--- config.mk ---
export PLATFORM = sky130hd
export DESIGN_NAME = joy_serializer
export DESIGN_NICKNAME = d
export VERILOG_FILES = /design/src/rtl/joy_serializer.sv
export SDC_FILE = /design/constraint.sdc
export NUM_CORES = 1
export LEC_CHECK = 0
export ABC_AREA = 1
export ABC_CLOCK_PERIOD_IN_PS = 1950
export BUFFER_PORTS_ARGS = -buffer_cell sky130_fd_sc_hd__buf_2
export CORE_ASPECT_RATIO = 0.8
export CORE_MARGIN = 5
export CORE_UTILIZATION = 36
export DETAILED_ROUTE_END_ITERATION = 6
export GPL_TIMING_DRIVEN = 0
export PLACE_DENSITY = 0.51
export SKIP_CTS_REPAIR_TIMING = 1
export SLEW_MARGIN = 20
export SYNTH_ARGS = -nofsm -noshare
export SYNTH_HDL_FRONTEND = slang
export SYNTH_SLANG_ARGS = --single-unit
--- constraint.sdc ---
create_clock -name clk -period 1.95 [get_ports clk]
set_input_delay 0.195 -clock clk [delete_from_list [all_inputs] [get_ports clk]]
set_output_delay 0.195 -clock clk [all_outputs]
set_load 0.05 [all_outputs]
--- src/rtl/joy_serializer.sv ---
// Emulates the cascaded 24-bit PISO shift-register chain on a joystick connector.
// It synchronises the host joy_clk/joy_load strobes into clk and shifts two 12-bit pads out.
module joy_serializer #(
  parameter int   SYNC_STAGES = 2,
  parameter int   TIMEOUT_W   = 16,
  parameter logic FILL_BIT    = 1'b1
) (
  input  logic        clk,
  input  logic        clock_locked,
  input  logic        joy_clk,
  input  logic        joy_load,
  output logic        joy_data,
  input  logic [11:0] joy1_i,
  input  logic [11:0] joy2_i,
  output logic        frame_done,
  output logic        host_active
);

  localparam logic [4:0] FRAME_BITS = 5'd24;

  logic [SYNC_STAGES-1:0] clk_sync_reg;
  logic [SYNC_STAGES-1:0] load_sync_reg;
  logic [SYNC_STAGES-1:0] clk_sync_next;
  logic [SYNC_STAGES-1:0] load_sync_next;
  logic                   clk_d_reg;
  logic                   load_d_reg;
  logic                   sync_clk;
  logic                   sync_load;
  logic                   clk_rise;
  logic                   load_fall;

  logic [23:0]            shreg;
  logic [23:0]            load_vec;
  logic [4:0]             bit_cnt;
  logic [TIMEOUT_W-1:0]   wd_cnt;

  assign clk_sync_next  = {clk_sync_reg[SYNC_STAGES-2:0], joy_clk};
  assign load_sync_next = {load_sync_reg[SYNC_STAGES-2:0], joy_load};
  assign sync_clk       = clk_sync_reg[SYNC_STAGES-1];
  assign sync_load      = load_sync_reg[SYNC_STAGES-1];
  assign clk_rise       = sync_clk & ~clk_d_reg;
  assign load_fall      = ~sync_load & load_d_reg;

  // Idle level of both host strobes is high, so the chain resets to 1s.
  always_ff @(posedge clk or negedge clock_locked) begin
    if (!clock_locked) begin
      clk_sync_reg  <= '1;
      load_sync_reg <= '1;
      clk_d_reg     <= 1'b1;
      load_d_reg    <= 1'b1;
    end else begin
      clk_sync_reg  <= clk_sync_next;
      load_sync_reg <= load_sync_next;
      clk_d_reg     <= sync_clk;
      load_d_reg    <= sync_load;
    end
  end

  // Frame layout as seen by the decoder, MSB shifted out first.
  assign load_vec = {
    joy1_i[8], joy1_i[6], joy1_i[5], joy1_i[4],
    joy1_i[3], joy1_i[2], joy1_i[1], joy1_i[0],
    joy2_i[8], joy2_i[6], joy2_i[5], joy2_i[4],
    joy2_i[3], joy2_i[2], joy2_i[1], joy2_i[0],
    joy2_i[10], joy2_i[11], joy2_i[9], joy2_i[7],
    joy1_i[10], joy1_i[11], joy1_i[9], joy1_i[7]
  };

  always_ff @(posedge clk or negedge clock_locked) begin
    if (!clock_locked) begin
      shreg      <= '1;
      bit_cnt    <= '0;
      frame_done <= 1'b0;
      joy_data   <= 1'b1;
    end else begin
      frame_done <= 1'b0;
      joy_data   <= shreg[23];
      if (!sync_load) begin
        // Level-sensitive load keeps the pads transparent and beats any shift.
        shreg   <= load_vec;
        bit_cnt <= '0;
      end else if (clk_rise) begin
        shreg <= {shreg[22:0], FILL_BIT};
        if (bit_cnt < FRAME_BITS) begin
          bit_cnt <= bit_cnt + 5'd1;
        end
        if (bit_cnt == FRAME_BITS - 5'd1) begin
          frame_done <= 1'b1;
        end
      end
    end
  end

  always_ff @(posedge clk or negedge clock_locked) begin
    if (!clock_locked) begin
      wd_cnt      <= '0;
      host_active <= 1'b0;
    end else if (load_fall) begin
      wd_cnt      <= '0;
      host_active <= 1'b1;
    end else if (wd_cnt != '1) begin
      wd_cnt <= wd_cnt + 1'b1;
    end else begin
      host_active <= 1'b0;
    end
  end

endmodule

## Word level (Yosys, flattened, before mapping)

Index checks and enable logic that the tools add are counted.

- Register bits: 54
- Input bits: 28
- Output and inout bits: 3

- Reduce and logical (&&, ||, !) cells: 2
- Equality and inequality tests: 5
- Add/sub/neg operators: 2
- Magnitude comparators: 1
- Multiplexer cells: 12
- Bitwise operators: 4

Operators by type and width:

| operator | count |
|---|---|
| $mux W24 | 2 |
| $mux W16 | 2 |
| $add A16 B1 Y16 const B | 1 |
| $ne A16 B16 Y1 const B | 1 |
| $mux W5 | 3 |
| $add A5 B1 Y5 const B | 1 |
| $eq A5 B5 Y1 const B | 1 |
| $lt A5 B5 Y1 const B | 1 |
| $mux W1 | 5 |
| $ne A2 B1 Y1 const B | 2 |
| $and A1 B1 Y1 | 2 |
| $ne A2 B2 Y1 const B | 1 |
| $not A1 Y1 | 2 |
| $reduce_and A2 Y1 | 1 |
| $reduce_bool A2 Y1 | 1 |

## Longest topological paths before layout

Gate-level depths: netlist of run 1.

- Depth after elaboration: 4
- Mapped depth: 8
- Gate-level depth less buffers: 8

## Worst setup path before layout of run 1

OpenSTA, ideal clock, no wires.

- Path type: reg2reg
- Start point: register wd_cnt[0]
- End point: register wd_cnt[10]
- Period minus slack after synthesis: 1.292 ns
- Data arrival time: 1.227 ns
- Stages on the path, launching flop included: 9
- Slack: 0.658 ns
- Cell sequence: dfrtp_1 > ha_1 > nand2_2 > nor2_4 > nand2_4 > nor2_8 > nand2_4 > buf_6 > nand2_1

- Word-level cells in the longest chain between the ends: 3
- Elaborated cells on any way between the ends: 5

RTL lines:

| item | RTL line | source |
|---|---|---|
| start, declared | 35 | `logic [TIMEOUT_W-1:0] wd_cnt;` |
| start signal, assigned | 102 | `wd_cnt <= wd_cnt + 1'b1;` |
| $add A16 B1 Y16 | 102 |  |
| $mux W16 | 101 | `end else if (wd_cnt != '1) begin` |
| $mux W16 | 98 | `end else if (load_fall) begin` |

Several ways; a longest one is shown, not always the timed one. The select of a mux whose other input is x is not followed.
A chain may end at the register's enable or synchronous reset.

## Worst setup path in the final report of run 1

- Start point: register clk_d_reg
- End point: register shreg[15]

- Word-level cells in the longest chain between the ends: 3

RTL lines:

| item | RTL line | source |
|---|---|---|
| start, declared | 25 | `logic clk_d_reg;` |
| start signal, assigned | 54 | `clk_d_reg <= sync_clk;` |
| $not A1 Y1 | 41 | `assign clk_rise = sync_clk & ~clk_d_reg;` |
| $and A1 B1 Y1 | 41 |  |
| $ne A2 B1 Y1 (no line) | - |  |
| end signal, assigned | 80 | `shreg <= load_vec;` |
| end signal, assigned | 83 | `shreg <= {shreg[22:0], FILL_BIT};` |
| end, declared | 32 | `logic [23:0] shreg;` |

Every way passes these cells.

==> results of run 1 <==
## Yosys cell counts
| master | count | area, µm² |
|---|---|---|
| a21oi_1 | 2 | 10.0 |
| a31oi_1 | 2 | 12.5 |
| buf_2 | 5 | 25.0 |
| buf_6 | 2 | 22.5 |
| clkbuf_1 | 4 | 15.0 |
| dfrtp_1 | 23 | 576 |
| dfstp_2 | 31 | 815 |
| ha_1 | 2 | 25.0 |
| inv_1 | 20 | 75.1 |
| inv_2 | 1 | 3.75 |
| nand2_1 | 53 | 199 |
| nand2_2 | 7 | 43.8 |
| nand2_4 | 3 | 33.8 |
| nand3_1 | 26 | 130 |
| nand3b_1 | 1 | 7.51 |
| nand4_1 | 4 | 25.0 |
| nor2_1 | 63 | 236 |
| nor2_2 | 3 | 18.8 |
| nor2_4 | 2 | 22.5 |
| nor2_8 | 1 | 20.0 |
| nor3_1 | 44 | 220 |
| o21ai_0 | 6 | 30.0 |
| o21ai_1 | 1 | 5.00 |
| o21ai_2 | 1 | 8.76 |
| o21bai_1 | 1 | 7.51 |
| o31ai_1 | 2 | 15.0 |
| or2_2 | 2 | 12.5 |
| xnor2_1 | 1 | 8.76 |
| xor2_1 | 1 | 8.76 |
## stage by stage
| step | util | power [mW] | setup slack [ns] | instance area [µm²] | hold slack (ns) |
|---|---|---|---|---|---|
| after floorplan | - | 1.54 | 0.658 | 2630 | -0.101 |
| after global placement | 0.413 | 1.65 | 0.452 | 2890 | 0.300 |
| after detailed placement | 0.414 | 1.66 | 0.431 | 2890 | 0.296 |
| after CTS | 0.427 | 2.31 | 0.425 | 2980 | -0.0450 |
| after global routing | 0.431 | 2.42 | 0.315 | 3010 | 0.0815 |
| final | 0.431 | 2.26 | 0.464 | 3010 | 0.0944 |
## worst paths after layout
check,from,slack (ns),cells past startpoint,endpoint
hold / removal,joy2_i[1],0.09,3,shreg[9]
hold reg to reg,clk_sync_reg[0],0.36,0,clk_sync_reg[1]
setup reg to reg,clk_d_reg,0.46,5,shreg[15]
max in group asynchronous,clock_locked,1.02,2,frame_done
setup / recovery,clk_d_reg,0.46,5,shreg[15]
min in group asynchronous,clock_locked,0.47,2,host_active
## logic make-up after synthesis
| logic type | after synthesis | share of synthesized area |
|---|---|---|
| flops | 54 | 0.528 |
| fa+ha+maj | 2 | 0.00950 |
| buf+inv | 32 | 0.0537 |
| simple gates | 209 | 0.368 |
| xor+xnor | 2 | 0.00666 |
| compound gates | 15 | 0.0337 |
## area by class of cell
cell class | count | area (µm²) | area share
Multi-Input combinational cell | 228 | 1100 | 0.365
Timing Repair Buffer | 33 | 183 | 0.0606
Tap cell | 87 | 109 | 0.0361
Clock buffer | 5 | 68.8 | 0.0228
Buffer | 11 | 62.6 | 0.0208
Inverter | 21 | 78.8 | 0.0262
Sequential cell | 54 | 1390 | 0.461
Clock inverter | 3 | 20.0 | 0.00664
## metal layers
layer	routed length, µm	vias up	track usage	share of wire
met5	0	-	0	0
met4	45	0	0.0318	0.0080
met3	195	5	0.0283	0.035
met2	2390	21	0.194	0.42
met1	3010	992	0.202	0.53
li1	-	1099	-	-
## report_power, final
part	switching [mW]	internal (mW)
registers	0.0747	1.27
logic	0.178	0.115
clock network	0.376	0.255
total	0.629	1.63
## tightest hold or removal path: stages
cell	delay [ns]
buf_2	0.09
nor2_1	0.07
nor3_1	0.06
==> results.ini, run 1 <==
[routing]
via_count=2117
via_per_inst=4.79
dr.pass1.iters=4
drc=0
routed_wl_um=5640
ant_nets=0
drt_iter0_drc=99
wl_per_cell_um=12.8

[cts]
clk_pin_slew_ns=0.11
insertion_delay_ns=0.31
cts_tree=done
clock-sinks=54
cts_made_buffers=5
cts_max_path_buffers=2
clock-root-buffer=clkbuf_8
h-tree-depth=2

[layout]
final_common_cell=nor2_1
reg.largest.list=shreg: 24 flops, wd_cnt: 16 flops, bit_cnt: 5 flops
n_fill_cell=699
syn_to_final_growth_pct=14.4
antenna_cells=0
largest_reg_flops=24
nets=384
layout_common_cells=63 x nor2_1, 53 x nand2_1, 44 x nor3_1, 34 x buf_2, 31 x dfstp_2
top_register=shreg
drive_above_1_share=0.270
finalNonFillerCells=442

[yosys]
synthesis.nets=344
synth_cell_types=29
synth.yosys.seq_area_share=0.528
synth-seq-cells=54
syn_area_um2=2630
syn_inst=314
synth_area_per_cell_um2=8.38
yosys_warnings=0

[worst_setup_path]
path_delay_family=flip-flops
critPathKind=reg2reg
critPathSlowestCell=dfstp_2
endpoint_kind=register
critPathLaunchType=register
cpPeakStageDelay_ns=0.53
crit_buf_inv=2
path_max_fanout=10
arrival_ns=1.70
path_common_cell=nor3_1
path_cells=inv_1, nand2_1, clkbuf_1, nor3_1, nor3_1
required_ns=2.17

[sta]
slew_headroom=0.539
clock_skew_ns=0.0188
period_share=0.762
fmaxAchievable_ghz=0.673
hold_viol=0
fin_crit_ns=1.49
finalSetupTns_ns=0
finalMaxSlewViolations=0
grt_setup_unrepaired=false
setup_violations=0
worst_pin_slew_ns=0.691

[run_status]
status=complete, no violations

[global_route]
grt_pass1_wl_um=9920
grt_pass1_vias=2094
grt_util_all_layers=0.133
antenna_found_initial=0
grt_max_degree=55
grt_remaining_overflow=0

[power]
ir_drop_mv=0.396
power_density_nw_per_um2=751
p_leak_nw=1.38

[hold_path]
min_path_type=in2reg

[job]
drv_cap=0

[floorplanning]
start_util=0.376
rows=27
io_pins=31
die_x_um=106
die_h_um=86.5
core-area_um2=6990
dieArea_um2=9130

[placement]
gp_congestion=0.814
io_buffer_count=30
dp_hpwl_um=4060
dp.cells=431

Note: power is estimated with default switching activity, not from simulation.
==> run 2, diff against run 1 <==
ABC_CLOCK_PERIOD_IN_PS = 1260   (was 1950)
PLACE_DENSITY = 0.53   (was 0.51)
clock period = 1.26 ns   (was 1.95 ns; I/O delays follow)
==> results.ini, run 2 (synthesis results as in run 1) <==
[run_status]
status=finished with violations
violations=negative setup slack

[worst_setup_path]
path_cells=buf_12, buf_12, buf_6, buf_6, nor2_4, nor3_2
required_ns=1.50
arrival_ns=1.60
cpPeakStageDelay_ns=0.62
critPathSlowestCell=dfstp_2
path_max_fanout=8
critPathLaunchType=register
critPathKind=reg2reg
endpoint_kind=register

[routing]
dr.pass1.iters=5
drt_iter0_drc=61
ant_nets=0
routed_wl_um=6240
via_per_inst=4.90
wl_per_cell_um=13.6
via_count=2252
drc=0

[sta]
timing.hold.ws_ns=0.0251
worst_slack_ns=-0.0970
hold_viol=0
worst_pin_slew_ns=0.694
setup_violations=36
clock_skew_ns=0.0108
finalMaxSlewViolations=0
grt_setup_unrepaired=true
period_share=1.08
slew_headroom=0.537
finalSetupTns_ns=-1.86
fmaxAchievable_ghz=0.737
fin_crit_ns=1.36

[cts]
h-tree-depth=2
clock-root-buffer=clkbuf_8
insertion_delay_ns=0.31
clock-sinks=54
cts_tree=done
cts_max_path_buffers=2
clk_pin_slew_ns=0.11
cts_made_buffers=5

[floorplanning]
dieArea_um2=9130
start_util=0.376
die_h_um=86.5
io_pins=31
rows=27
die_x_um=106
core-area_um2=6990

[layout]
final_util=0.531
top_register=shreg
reg.largest.list=shreg: 24 flops, wd_cnt: 16 flops, bit_cnt: 5 flops
nets=402
layout_common_cells=47 x nor2_1, 40 x nand2_1, 31 x dfstp_2, 29 x buf_2, 26 x nor3_2
final_common_cell=nor2_1
largest_reg_flops=24
syn_to_final_growth_pct=41.0
antenna_cells=0
drive_above_1_share=0.504

[global_route]
grt_pass1_vias=1981
antenna_found_initial=0
grt_util_all_layers=0.130
grt_remaining_overflow=0
grt_pass1_wl_um=9660
grt_max_degree=55

[placement]
gp_congestion=0.842
dp_hpwl_um=3910
io_buffer_count=30

[job]
drv_cap=0

[power]
p_leak_nw=1.64
ir_drop_mv=0.516
power_density_nw_per_um2=1040

[hold_path]
min_path_type=in2reg

## run 2: changes by cell type in the layout (fill, tap and decap cells not counted), moves of 7 or more
cell,previous run,this run
nor3_1,44,16
nor3_2,0,26
nor2_1,63,47
nand2_1,53,40
nor2_2,3,13
buf_4,1,10
buf_8,0,7
nand2_4,3,10
## run 2: worst paths after layout
check / from / endpoint / slack, ns / depth (start not counted)
worst max-delay path: load_sync_reg[1] / shreg[4] / -0.1 / 6
worst min-delay path: joy1_i[7] / shreg[0] / 0.03 / 3
worst max register to register: load_sync_reg[1] / shreg[4] / -0.1 / 6
worst min register to register: load_sync_reg[0] / load_sync_reg[1] / 0.36 / 0
max in group asynchronous: clock_locked / wd_cnt[1] / 0.36 / 2
min in group asynchronous: clock_locked / host_active / 0.39 / 2
## run 2: layer usage
layer | routed length (µm) | vias up | global-route usage
li1 | - | 1143 | -
met1 | 3250 | 1075 | 0.203
met2 | 2750 | 32 | 0.183
met3 | 218 | 2 | 0.0320
met4 | 26 | 0 | 0.0212
met5 | 0 | - | 0
## run 2: per-stage QoR
stage / power, mW / std cells / worst slack, ns / area [µm²]
floorplan: 2.39 / 314 / -0.0146 / 2640
global placement: 2.56 / 431 / -0.256 / 2890
detailed placement: 2.57 / 431 / -0.256 / 2900
CTS: 3.60 / 439 / -0.268 / 2990
global route: 4.10 / 460 / -0.177 / 3710
finish: 3.86 / 460 / -0.0970 / 3710
## run 2: worst max-delay path: cells and delay by family (launching register included)
family | cells | cell delay, ns
buffers and inverters | 4 | 0.48
and+or+nand+nor | 2 | 0.19
DFF | 1 | 0.62
## run 2: layout make-up
cell class	count	area (µm²)
plain buffers	11	151
clock buffers	5	68.8
clock inverters	3	25.0
fillers	622	3280
inverters	21	83.8
multi-input cells	229	1470
flip-flops and latches	54	1390
well taps	87	109
repair buffers	50	412
## run 2: report_power, final
group / leakage [nW] / switching [mW] / internal (mW)
combinational: 0.963 / 0.384 / 0.341
clock: 0.0447 / 0.608 / 0.403
sequential: 0.631 / 0.161 / 1.97
total: 1.64 / 1.15 / 2.71
